<file path="src/rtl/volume_meter.sv">
// rtl/volume_meter.sv - windowed peak microphone volume meter, level 0..9 (optional decay: VOLUME_METER_DECAY_EN)
module volume_meter #(
  parameter int WINDOW_SAMPLES = 4000,
  parameter int MID            = 2048,
  parameter int STEP           = 205
) (
  input  logic        clk,
  input  logic        reset,
  input  logic        sample_valid,
  input  logic [11:0] mic_in,
  output logic [3:0]  volume_level,
  output logic        level_valid
);

  localparam logic [11:0] MID_C    = 12'(MID);
  localparam logic [15:0] LAST_IDX = 16'(WINDOW_SAMPLES - 1);

  logic [15:0] cnt_q, cnt_d;
  logic [11:0] peak_q, peak_d;
  logic [3:0]  vol_q, vol_d;
  logic        lv_q, lv_d;

  logic [11:0] amp;
  logic [11:0] window_peak;
  logic [3:0]  window_level;
  logic        terminal;

  // Distance of the sample from the silence code; fits 12 bits since it never exceeds 2048.
  always_comb begin
    if (mic_in >= MID_C) amp = mic_in - MID_C;
    else                 amp = MID_C - mic_in;
  end

  // Window close detection and the peak including the closing sample.
  always_comb begin
    terminal    = sample_valid && (cnt_q == LAST_IDX);
    window_peak = (amp > peak_q) ? amp : peak_q;
  end

  // Level quantisation by threshold comparators against multiples of STEP (no divider).
  always_comb begin
    window_level = 4'd0;
    for (int k = 1; k <= 9; k++) begin
      if ({1'b0, window_peak} >= 13'(k * STEP)) window_level = 4'(k);
    end
  end

  // Next-state for counter, running peak, displayed level and update strobe.
  always_comb begin
    cnt_d  = cnt_q;
    peak_d = peak_q;
    vol_d  = vol_q;
    lv_d   = 1'b0;
    if (sample_valid) begin
      if (terminal) begin
        cnt_d  = 16'd0;
        peak_d = 12'd0;
        lv_d   = 1'b1;
`ifdef VOLUME_METER_DECAY_EN
        if (window_level >= vol_q) vol_d = window_level;
        else                       vol_d = vol_q - 4'd1;
`else
        vol_d = window_level;
`endif
      end else begin
        cnt_d  = cnt_q + 16'd1;
        peak_d = window_peak;
      end
    end
  end

  // State registers; reset wins over any sample in the same cycle.
  always_ff @(posedge clk) begin
    if (reset) begin
      cnt_q  <= 16'd0;
      peak_q <= 12'd0;
      vol_q  <= 4'd0;
      lv_q   <= 1'b0;
    end else begin
      cnt_q  <= cnt_d;
      peak_q <= peak_d;
      vol_q  <= vol_d;
      lv_q   <= lv_d;
    end
  end

  assign volume_level = vol_q;
  assign level_valid  = lv_q;

endmodule

</file>
<file path="config.mk">
export PLATFORM = sky130hd
export DESIGN_NAME = volume_meter
export DESIGN_NICKNAME = d
export VERILOG_FILES = /design/src/rtl/volume_meter.sv
export SDC_FILE = /design/constraint.sdc
export NUM_CORES = 1
export LEC_CHECK = 0
export CORE_MARGIN = 2
export CORE_UTILIZATION = 45
export DETAILED_ROUTE_END_ITERATION = 6
export PLACE_DENSITY = 0.75
export SYNTH_ARGS = -nofsm -noshare
export SYNTH_HDL_FRONTEND = slang
export SYNTH_SLANG_ARGS = --single-unit
</file>
<file path="constraint.sdc">
create_clock -name clk -period 5.6 [get_ports clk]
set_clock_uncertainty 0.2 [all_clocks]
set_input_delay 1.4 -clock clk [delete_from_list [all_inputs] [get_ports clk]]
set_output_delay 1.4 -clock clk [all_outputs]
set_load 0.01 [all_outputs]
</file>
==> impl_results.md <==
- Internal power of the cells: 0.4800 mW
- Total Neg Setup Slack: 0 ns
- Violation count after the first detailed-routing iteration: ~320
- Post-detailed-placement half-perimeter wirelength: about 5.1 mm
- Slew Limit Headroom: roughly 50%
- Crit path capture type: register
- Achievable frequency: between 0.15 and 0.2 GHz
- Area used by sequential logic in the layout: ~660 um^2
- Type of the setup path with the least slack: input port to register
- Std-Cell Rows: 27
- Syn_area_per_cell: ~8 um^2
- FFs w/ async S/R, synth: 0%
- Routed via count divided by cell count: ~6.0
- Overflow after GRT: 0
- Die Y: 80.47 um
- Leading post-synthesis cells by cell area: sky130_fd_sc_hd__dfxtp_1 (25%), sky130_fd_sc_hd__ha_1 (6.7%), sky130_fd_sc_hd__nor2_1 (6.6%), sky130_fd_sc_hd__xor2_1 (4.3%), sky130_fd_sc_hd__a22oi_1 (3.1%)
- Post-Synthesis Cells: between 300 and 400
- Outcome: finished clean
- Most used flip-flop cell after synthesis: sky130_fd_sc_hd__dfxtp_1
- Top-area cell type share of the netlist area: ~25%
- Unrepaired setup endpoints after global routing: no
- Antenna violations before repair: 0
- Minimum clock period: roughly 5.3 ns
- Clock tree from TritonCTS: done
- Clock buffer count from CTS: 5
- Post-layout instance count excluding filler cells: 439
- Switch Pwr: about 0.23 mW
- Ant. Diodes: 0
- Clk root buf: sky130_fd_sc_hd__clkbuf_8
- Core box area: roughly 5600 um^2
- Wire per inst: around 15 um
- Synthesized Nets: ~370
- Pin count of the biggest net entering global routing: 22
- Actual slew at the worst max-slew pin: around 0.77 ns
- FF+latch count, synth: 33
- Global-route total usage across every layer: a little over a fifth
- Leak: ~1.2 nW
- Number of buffers on the longest clock path: 2
- CTS H-tree depth: 2
- Area taken by multi-input logic gates: between 1500 and 2000 um^2
- Post CTS Setup Buffer Count: 0
- Critical Path RT: between 5 and 6 ns
- Final-report max-slew violation count: 0
- Area leader, netlist: sky130_fd_sc_hd__dfxtp_1
- Peak ir drop on the vdd network: between 0.0001 and 0.00015 V
- Type of element launching the critical path: input port
- Final #Nets: between 300 and 400
- Switching Share: ~32%
- Count of instances resized after the clock tree is built: 0
- Cell Area, Placed: approximately 3000 um^2
- Number of distinct library cells after synthesis: 62
- Netlist area before placement: approximately 2600 um^2
- Vias in the first global route: 2475
- First-pass DRT Iterations: 5
- Finished Cell Area: slightly above 3000 um^2
- Worst-path maximum fanout: 11
- Part of the power in the clock network: 29.6%
- Total wire length after detailed routing: between 6 and 7 mm
- Fill cell count: around 510
- Hold Violations, Final: 0
- Signed area change from the synthesized netlist to the final layout: 17.93%
- Seq pwr share: a little over a third
- Part of the cycle the worst path needs: 93.90%
- Remaining design rule violation count: 0
- Final cell utilization of the core: a little under three fifths
- Post-synthesis sequential area ratio: 25.11%
- I/O pin count: 20
- Post-layout total power: just over 0.7 mW
- Power density over the cells: between 200 and 250 nW/um^2
- Latest clock arrival within the worst-skew pair: 0.28 ns
- Synth Warn #: 0
- Effective utilization at floorplan: a little under half
- Fraction of layout instances using a drive strength above 1: between 10% and 20%
- Total number of vias: around 2600
- Floorplan die width: a little over 80 um
- Max capacitance violation total: 0
- Placer's final routability congestion estimate: about 0.94
- Logic gate share of total power: 33.9%
- Clock edge transition at the registers on the reported setup and hold paths: 0.06 ns
- Worst EP arrival: ~5.2 ns
- Count of placed standard cells including taps: ~430
- Type of the tightest min-delay check: register to register
- Hold_buf cts: 0
- Antenna Violating Nets Remaining: 0
- Number of clock sinks: 33
- EDFF count, synth: 0
- Area enclosed by the die boundary: ~6500 um^2
- Global-route wire length before repair: 11.15 mm
- # setup viols final: 0
- Port buffer count: 19
critical path: stages:
cell and delay, ns:
sky130_fd_sc_hd__clkdlybuf4s50_1 0.55, sky130_fd_sc_hd__nor4_4 0.39, sky130_fd_sc_hd__a21oi_1 0.13, sky130_fd_sc_hd__xnor2_1 0.24, sky130_fd_sc_hd__inv_1 0.11, sky130_fd_sc_hd__ha_1 0.31
sky130_fd_sc_hd__a21o_1 0.16, sky130_fd_sc_hd__a221o_1 0.31, sky130_fd_sc_hd__a22o_1 0.18, sky130_fd_sc_hd__o31a_1 0.28, sky130_fd_sc_hd__buf_4 0.19, sky130_fd_sc_hd__a311o_1 0.34
sky130_fd_sc_hd__a32oi_1 0.17, sky130_fd_sc_hd__o311a_1 0.16, sky130_fd_sc_hd__o31ai_1 0.08, sky130_fd_sc_hd__a211oi_1 0.23
power by group through the flow:
stage / Clock (mW) / Sequential [mW] / Combinational (mW)
after floorplan: 0 / 0.257 / 0.176
after global placement: 0 / 0.264 / 0.228
after detailed placement: 0 / 0.264 / 0.233
after CTS: 0.214 / 0.259 / 0.234
after global routing: 0.226 / 0.261 / 0.264
final: 0.210 / 0.259 / 0.241
cells by family (layout without fill, tap and decap cells):
logic type / after synthesis / count (layout) / synth area share, %
compound gates: 87 / 87 / 24.20
xor+xnor: 19 / 19 / 6.324
fa+ha+maj: 14 / 14 / 6.657
buf+inv: 42 / 73 / 7.275
flops: 33 / 33 / 25.11
mux: 6 / 6 / 2.853
simple gates: 135 / 135 / 27.58
cells in the final DEF, fill, tap and decap left out, types with 5 or more instances in the layout:
cell type                         instances
sky130_fd_sc_hd__nor2_1                  46
sky130_fd_sc_hd__dfxtp_1                 33
sky130_fd_sc_hd__buf_4                   25
sky130_fd_sc_hd__nand2_1                 22
sky130_fd_sc_hd__inv_1                   20
sky130_fd_sc_hd__clkdlybuf4s50_1         18
sky130_fd_sc_hd__ha_1                    14
sky130_fd_sc_hd__xor2_1                  13
sky130_fd_sc_hd__o21ai_0                 12
sky130_fd_sc_hd__a21oi_1                 12
sky130_fd_sc_hd__a22oi_1                 11
sky130_fd_sc_hd__nand4_1                 10
sky130_fd_sc_hd__nand3_1                  8
sky130_fd_sc_hd__o211ai_1                 8
sky130_fd_sc_hd__a31oi_1                  8
sky130_fd_sc_hd__nor3_1                   7
sky130_fd_sc_hd__and3_1                   6
sky130_fd_sc_hd__xnor2_1                  6
sky130_fd_sc_hd__and4_1                   5
sky130_fd_sc_hd__nor4_1                   5
sky130_fd_sc_hd__o31ai_1                  5
sky130_fd_sc_hd__clkbuf_8                 5
flip-flops by register name, indices dropped and copies added, names as in the netlist:
name,cells
cnt_q,16
peak_q,12
volume_level,4
level_valid,1
layout make-up:
| cell class | instances | area share [%] |
|---|---|---|
| multi-input cells | 261 | 57.54 |
| flip-flops and latches | 33 | 21.29 |
| repair buffers | 44 | 12.26 |
| well taps | 72 | 2.903 |
| inverters | 22 | 2.661 |
| clock buffers | 5 | 2.218 |
| clock inverters | 2 | 1.129 |
cell usage after synthesis (2+ instances only):
master and count:
sky130_fd_sc_hd__clkbuf_1 10, sky130_fd_sc_hd__mux2i_1 3, sky130_fd_sc_hd__a211o_1 2, sky130_fd_sc_hd__a211oi_1 3
sky130_fd_sc_hd__a22oi_1 11, sky130_fd_sc_hd__nand2_1 22, sky130_fd_sc_hd__nor3_1 7, sky130_fd_sc_hd__and2_1 3
sky130_fd_sc_hd__a32oi_1 4, sky130_fd_sc_hd__inv_1 20, sky130_fd_sc_hd__nor2b_1 2, sky130_fd_sc_hd__and3_1 6
sky130_fd_sc_hd__o211a_1 2, sky130_fd_sc_hd__xor2_1 13, sky130_fd_sc_hd__o21ai_0 12, sky130_fd_sc_hd__nand4_1 10
sky130_fd_sc_hd__a21oi_1 12, sky130_fd_sc_hd__nand2b_1 3, sky130_fd_sc_hd__a31oi_1 8, sky130_fd_sc_hd__o31ai_1 5
sky130_fd_sc_hd__nor2_1 46, sky130_fd_sc_hd__a21o_1 4, sky130_fd_sc_hd__nor4_1 5, sky130_fd_sc_hd__or3_1 2
sky130_fd_sc_hd__nor4b_1 2, sky130_fd_sc_hd__xnor2_1 6, sky130_fd_sc_hd__o211ai_1 8, sky130_fd_sc_hd__nand3_1 8
sky130_fd_sc_hd__buf_6 2, sky130_fd_sc_hd__inv_2 2, sky130_fd_sc_hd__a22o_1 3, sky130_fd_sc_hd__nand3b_1 3
sky130_fd_sc_hd__ha_1 14, sky130_fd_sc_hd__or2_2 3, sky130_fd_sc_hd__buf_2 6, sky130_fd_sc_hd__and4_1 5
sky130_fd_sc_hd__dfxtp_1 33, sky130_fd_sc_hd__o311a_1 2
final timing paths:
kind                            cells past startpoint  slack (ns)       startpoint              end
worst max register to register                     12        2.35        peak_q[5]  volume_level[0]
worst min register to register                      1        0.29  volume_level[2]  volume_level[2]
worst max-delay path                               16        0.34        mic_in[2]  volume_level[0]
worst min-delay path                                1        0.29  volume_level[2]  volume_level[2]
layer usage:
layer / GRT usage (%) / share of wire (%)
met1: 28.62 / 45
met5: 0 / 0
met4: 3.220 / 0.82
met2: 36.83 / 48
met3: 4.831 / 6.1
per-stage QoR:
stage / hold slack (ns) / worst slack, ns
floorplan: 0.2707 / 0.5764
global placement: 0.2735 / 0.1511
detailed placement: 0.2794 / 0.01371
CTS: 0.2942 / 0.2739
global route: 0.3312 / 0.08443
finish: 0.2910 / 0.3414
(Power assumes the default switching activity.)
